### config.mk
export PLATFORM = sky130hd
export DESIGN_NAME = shift_word_framer
export DESIGN_NICKNAME = d
export VERILOG_FILES = /design/src/rtl/shift_framer_pkg.sv /design/src/rtl/framer_fifo2.sv /design/src/rtl/shift_word_framer.sv
export SDC_FILE = /design/constraint.sdc
export NUM_CORES = 1
export LEC_CHECK = 0
export ABC_AREA = 1
export CAP_MARGIN = 10
export CORE_MARGIN = 2
export CORE_UTILIZATION = 47
export CTS_BUF_LIST = sky130_fd_sc_hd__clkbuf_4 sky130_fd_sc_hd__clkbuf_8
export DETAILED_ROUTE_END_ITERATION = 8
export GPL_TIMING_DRIVEN = 0
export PLACE_DENSITY_LB_ADDON = 0.05
export SYNTH_ARGS = -nofsm -noshare
export SYNTH_HDL_FRONTEND = slang
export SYNTH_SLANG_ARGS = --single-unit
### constraint.sdc
create_clock -name CLK -period 2 [get_ports CLK]
set_input_delay 0.2 -clock CLK [delete_from_list [all_inputs] [get_ports CLK]]
set_output_delay 0.2 -clock CLK [all_outputs]
set_load 0.05 [all_outputs]
### src/rtl/shift_framer_pkg.sv
// Shared types and sizes for the shift-register word framer.
// FRAMER_PARITY_EN widens each buffer entry by one stored parity bit.
package shift_framer_pkg;

  localparam int FRAMER_W     = 6;
  localparam int FRAMER_DEPTH = 2;
  localparam int CNT_W        = $clog2(FRAMER_W);

`ifdef FRAMER_PARITY_EN
  localparam int FIFO_W = FRAMER_W + 1;
`else
  localparam int FIFO_W = FRAMER_W;
`endif

  typedef enum logic {HUNT, COLLECT} state_e;
  typedef logic [CNT_W-1:0] cnt_t;

endpackage

### src/rtl/framer_fifo2.sv
// Two-entry register FIFO; entry 0 is always the head.
// A push into a full FIFO is ignored unless a pop happens in the same cycle.
module framer_fifo2
  import shift_framer_pkg::*;
#(
  parameter int DW = FIFO_W
) (
  input  logic          clk,
  input  logic          rst_n,
  input  logic          push,
  input  logic [DW-1:0] din,
  input  logic          pop,
  output logic [DW-1:0] dout,
  output logic          full,
  output logic          empty
);

  logic [DW-1:0] mem_q [2];
  logic [DW-1:0] mem_d [2];
  logic [1:0]    cnt_q, cnt_d;
  logic [1:0]    rem;
  logic          do_pop, do_push;

  assign empty = (cnt_q == 2'd0);
  assign full  = (cnt_q == 2'd2);
  assign dout  = empty ? '0 : mem_q[0];

  // NOTE: every always_comb output gets a default first so no latch is inferred.
  always_comb begin
    mem_d   = mem_q;
    do_pop  = pop && !empty;
    do_push = push && (!full || do_pop);
    rem     = cnt_q - {1'b0, do_pop};
    if (do_pop) mem_d[0] = mem_q[1];
    if (do_push) mem_d[rem[0]] = din;
    cnt_d = rem + {1'b0, do_push};
  end

  // NOTE: the storage is reset too; it is tiny and keeps DATA_OUT deterministic.
  always_ff @(posedge clk or negedge rst_n) begin
    if (!rst_n) begin
      cnt_q    <= 2'd0;
      mem_q[0] <= '0;
      mem_q[1] <= '0;
    end else begin
      // NOTE: non-blocking assignments for all sequential state.
      cnt_q <= cnt_d;
      mem_q <= mem_d;
    end
  end

endmodule

### src/rtl/shift_word_framer.sv
// Frames W fresh shifts of an upstream shift register into words, aligned by SYNC.
// Define FRAMER_PARITY_EN to add PARITY_OUT (even parity of the head word).
module shift_word_framer
  import shift_framer_pkg::*;
#(
  parameter int W     = FRAMER_W,
  parameter int DEPTH = FRAMER_DEPTH
) (
  input  logic         CLK,
  input  logic         RST_N,
  input  logic [W-1:0] Q_IN,
  input  logic         BIT_VLD,
  input  logic         SYNC,
  output logic [W-1:0] DATA_OUT,
  output logic         VALID_OUT,
  input  logic         READY_IN,
  output logic         OVERFLOW,
`ifdef FRAMER_PARITY_EN
  output logic         PARITY_OUT,
`endif
  output logic         LOCKED
);

  localparam cnt_t LAST = cnt_t'(W - 1);

  state_e          state_q, state_d;
  cnt_t            cnt_q, cnt_d;
  logic            ovf_q, ovf_d;
  logic            push, pop, full, empty;
  logic [FIFO_W-1:0] fifo_din, fifo_dout;

  assign pop       = !empty && READY_IN;
  assign VALID_OUT = !empty;
  assign OVERFLOW  = ovf_q;
  assign LOCKED    = (state_q == COLLECT);
  assign DATA_OUT  = fifo_dout[W-1:0];

`ifdef FRAMER_PARITY_EN
  assign fifo_din   = {^Q_IN, Q_IN};
  assign PARITY_OUT = fifo_dout[W];
`else
  assign fifo_din   = Q_IN;
`endif

  // SYNC takes priority over counting and never produces a word itself.
  always_comb begin
    state_d = state_q;
    cnt_d   = cnt_q;
    ovf_d   = ovf_q;
    push    = 1'b0;
    if (SYNC) begin
      state_d = COLLECT;
      cnt_d   = BIT_VLD ? cnt_t'(1) : cnt_t'(0);
      ovf_d   = 1'b0;
    end else if (state_q == COLLECT && BIT_VLD) begin
      if (cnt_q == LAST) begin
        push  = 1'b1;
        cnt_d = '0;
      end else begin
        cnt_d = cnt_q + cnt_t'(1);
      end
    end
    if (push && full && !pop) ovf_d = 1'b1;
  end

  always_ff @(posedge CLK or negedge RST_N) begin
    if (!RST_N) begin
      state_q <= HUNT;
      cnt_q   <= '0;
      ovf_q   <= 1'b0;
    end else begin
      state_q <= state_d;
      cnt_q   <= cnt_d;
      ovf_q   <= ovf_d;
    end
  end

  framer_fifo2 #(.DW(FIFO_W)) u_fifo (
    .clk   (CLK),
    .rst_n (RST_N),
    .push  (push),
    .din   (fifo_din),
    .pop   (pop),
    .dout  (fifo_dout),
    .full  (full),
    .empty (empty)
  );

endmodule
==> Word level (Yosys, flattened, before mapping) <==
Cells that the tools add are included.
{ "totals": {"register_bits": 19, "latchBits": 0, "mem_bits_rw": 0, "romBits": 0, "inputBits": 11, "output_inout_bits": 9, "word_cells": 43, "memories": 0} }
{ "classes": {"add_sub_neg": 3, "multipliers": 0, "div_mod_pow": 0, "order_cmp": 2, "n_eq_ne": 2, "shift": 0, "muxes": 15, "n_bitwise": 1, "reduce_logical": 14} }
{ "ops": {"columns": ["cell", "count"], "rows": [
  ["$mux 6", 3],
  ["$bwmux 12", 1],
  ["$mux 12", 1],
  ["$mux 3", 3],
  ["$logic_and 1x1->1", 7],
  ["$demux 6 s1", 1],
  ["$mux 1", 6],
  ["$reduce_bool 2->1", 2],
  ["$add 3x1->3 const B", 1],
  ["$eq 3x3->1 const B", 1],
  ["$logic_not 1->1", 3],
  ["$add 2x1->2", 1],
  ["$eq 2x2->1 const B", 1],
  ["$ge 2x2->1 const B", 1],
  ["$logic_not 2->1", 1],
  ["$lt 2x1->1 const B", 1],
  ["$not 1->2", 1],
  ["$sub 2x1->2", 1],
  ["$logic_or 1x1->1", 1]
]} }

==> Depth between registers and ports, before layout <==
{ "logic_depth": {"word_depth": 12, "mapped_depth": 8, "depth_no_buf": 7} }

==> Modules after synthesis <==
From an unflattened synthesis, not the netlist that was laid out.
{ "hier_totals": {"hier_cells": 147, "area_unflattened_um2": 1084.8} }
{ "by_module_without_submodules": {"columns": ["module", "n_inst", "cells_each", "area_per_inst_um2", "seq_area_each_um2"], "rows": [
  ["framer_fifo2", 1, 106, 809.5, 350.3],
  ["shift_word_framer", 1, 41, 275.3, 125.1]
]} }

==> Worst setup path before layout <==
No wires, ideal clock.
{ "synth_path": {"path_kind": "register to register", "startpoint": "register u_fifo.cnt_q[1]", "endpoint": "register (tool-made name)", "setup_ns": 0.125, "arrival_time_ns": 1.791, "required_time_ns": 1.875, "slack_ns": 0.084, "stages_incl_launch_ff": 9, "path_buffers": 2, "synth_period_minus_slack_ns": 1.916, "cell_sequence": "dfrtp_1 > nor2_4 > nor2_4 > ha_1 > buf_2 > inv_1 > ha_1 > buf_2 > mux2_2"} }
{ "synth_lines": {"columns": ["element", "line", "text"], "rows": [
  ["from (decl)", "framer_fifo2.sv:20", "logic [1:0] cnt_q, cnt_d;"],
  ["from (signal assigned)", "framer_fifo2.sv:47", "cnt_q <= cnt_d;"]
]} }

==> out/qor.yml <==
sta:
  rsz0062_at_grt: "no"
  hold_violations: 0
  worst_pin_slew_ns: 0.8285
  fmax_mhz: 523.3
  whs_ns: 0.3682
  period_minus_slack_ns: 1.911
  relSlewSlack_pct: 44.59
  setup_viol: 0
  period_share_pct: 95.54
  fin_tns_setup_ns: 0
  skew_ns: 0.001467
  drv_slew: 0
route:
  drt_iter0_markers: 14
  post_drt_wl_per_cell_um: 11.67
  route.detailed.drc: 0
  vias: 827
  drt_first_pass_iters: 4
  viasPerCell: 4.893
  drtAntennaViolNets: 0
  wirelength_um: 1972
hold_path:
  hold_path_class: "in2async"
yosys:
  synth-simple-area-share_pct: 32.15
  yosysSeqAreaShare_pct: 46.45
  ys.flop_type: "dfrtp_1"
  synth.distinct_cells: 21
  yosys-mux-area-fraction_pct: 6.601
  synthAdderAreaFrac_pct: 2.445
  async_flop_share_pct: 100.0
  ys_ff_latch: 19
  synthesis.nets: 128
  synth_compound_area_share_pct: 3.056
  synth_top_family_by_area: "simple AND/OR/NAND/NOR gates"
  synth_xor_area_share_pct: 1.711
  ys_warn_count: 0
  syn_avg_cell_area_um2: 8.900
  synth_area_um2: 1023
  synth_edf_count: 0
  synth_cells: 115
cts:
  cts_buffer_depth: 2
  cts_sinks: 19
  cts_buffers: 3
  clock_latency_ns: 0.29
  cts_tree: "done"
  clk_pin_slew_worst_paths_ns: 0.11
  cts-root-buf: "clkbuf_4"
  cts-hold-fix-buffers: 0
  htree_levels: 1
pwr:
  swShare_pct: 41.81
  switching_power_mw: 0.5884
  vdd_ir_drop_max_mv: 0.6888
  combPwrFrac_pct: 49.5
  p_clk_share_pct: 13.8
  internal_power_mw: 0.8189
  p_leak_nw: 0.7773
  power_mw: 1.407
  power_density_nw_per_um2: 1054
  power_frac_seq_pct: 36.7
place:
  dpl_cell_area_um2: 1247
  hpwlAfterDp_um: 1477
  globalplace.congestion: 0.7881
  port_buffers: 19
cells_and_area:
  fin_util_pct: 66.69
  fin_nets: 156
  design_area_um2: 1335
  syn_to_final_growth_pct: 30.44
  layout-drive-gt1-share_pct: 19.01
  antenna_cells: 0
outcome:
  status: "finished, final reports clean"
die:
  core-area_um2: 2002
  num_io_pins: 20
  initial_core_util_pct: 51.13
  rows: 16
  die-area_um2: 2567
  die_w_um: 50.67
  die_y_um: 50.67
worst_setup_path:
  required_ns: 2.19
  critPathKind: "in2reg"
  cp-start-kind: "input port"
  path_cells: "clkdlybuf4s50_1, inv_1, nor2_4, ha_1, buf_2, inv_1, ha_1, buf_4, mux2_2"
  cp-end-kind: "flip-flop"
  critPathTopFamily: "buffers and inverters"
  reg2reg_slack_ns: 0.11
  cp_slowest_cell: "clkdlybuf4s50_1"
  arrival_ns: 2.10
  critical_path_buf_inv_count: 5
  path_max_fanout: 8
  cpPeakStageDelay_ns: 0.54
run:
  maxCapViolCount: 0
grt:
  grt_max_degree: 20
  grt_pass1_vias: 791
  grt-ovfl-total: 0
  grtUsageTotal_pct: 17.58
  antenna_found_initial: 0
  grt_pass1_wl_um: 3387
layout by cell type (no fill, tap or decap), drive strengths merged:
| cell type | count |
|---|---|
| dfrtp | 19 |
| a31oi | 1 |
| nor3 | 1 |
| ha | 2 |
| nor2 | 10 |
| nand3 | 4 |
| mux2 | 6 |
| inv | 18 |
| o21ai | 2 |
| dlymetal6s2s | 6 |
| xnor2 | 2 |
| o211ai | 1 |
| or2 | 1 |
| clkinv | 1 |
| buf | 6 |
| clkdlybuf4s50 | 12 |
| nand4 | 7 |
| dlygate4sd2 | 1 |
| nand2 | 38 |
| clkbuf | 3 |
| o21bai | 1 |
routing by layer:
| metal | part of all wire, % | wire (um) | up-vias | global-route usage [%] |
|---|---|---|---|---|
| met4 | 1.1 | 21 | 0 | 8.108 |
| met1 | 42 | 825 | 386 | 21.73 |
| li1 | - | - | 419 | - |
| met3 | 3.6 | 71 | 4 | 3.274 |
| met2 | 53 | 1054 | 18 | 29.61 |
| met5 | 0 | 0 | - | 0 |
Yosys cell counts (6+ instances only):
cell,instances,share of area (%)
dfrtp_1,19,46
inv_1,17,6.2
nor2_1,7,2.6
mux2_2,6,6.6
nand4_1,7,4.3
nand2_1,37,14
final timing paths:
kind	cells after the start	from	end
max	9	READY_IN	flip-flop
min	1	RST_N	OVERFLOW
max reg2reg	8	u_fifo.cnt_q[0]	flip-flop
min reg2reg	2	OVERFLOW	OVERFLOW
max in group asynchronous	1	RST_N	u_fifo.cnt_q[1]
min in group CLK	3	Q_IN[3]	u_fifo.mem_q[9]
area by class of cell:
class,instances,area (um^2)
plain buffers,2,12.51
clock buffers,3,22.52
clock inverters,1,5.005
fillers,167,666.9
inverters,18,67.56
multi-input cells,76,470.5
flip-flops and latches,19,476.7
well taps,27,33.78
repair buffers,23,246.5
worst register-to-register path, stage by stage (launching register included):
cell and delay, ns:
dfrtp_1 0.42, nor2_4 0.15, nor2_4 0.05, ha_1 0.26
buf_2 0.18, inv_1 0.08, ha_1 0.15, buf_4 0.16
mux2_2 0.34
power groups by stage:
stage,sequential (mW),clock (mW),combinational [mW]
floorplan,0.522,0,0.440
global placement,0.528,0,0.582
detailed placement,0.533,0,0.601
CTS,0.517,0.199,0.682
global route,0.532,0.219,0.767
finish,0.517,0.194,0.696
metrics by stage:
step / instances / setup WS [ns]
floorplan: 115 / 0.08416
global placement: 161 / -0.3204
detailed placement: 161 / -0.3982
CTS: 168 / 0.02036
global route: 169 / 0.01306
finish: 169 / 0.08914
cell families after synthesis:
logic type               after synthesis
AO/OA/AOI/OAI                          5
adder cells (fa/ha/maj)                2
buffers and inverters                 20
multiplexers                           6
XOR/XNOR                               2
flip-flops                            19
AND/OR/NAND/NOR                       61
what timing repair did:
item,CTS,global route
endpoints found under the setup margin,7,12
gates cloned,0,0
gates resized for setup,3,6
endpoints found under the hold margin,0,0
pin swaps,2,1
buffers inserted,3,1
(Power assumes the default switching activity.)
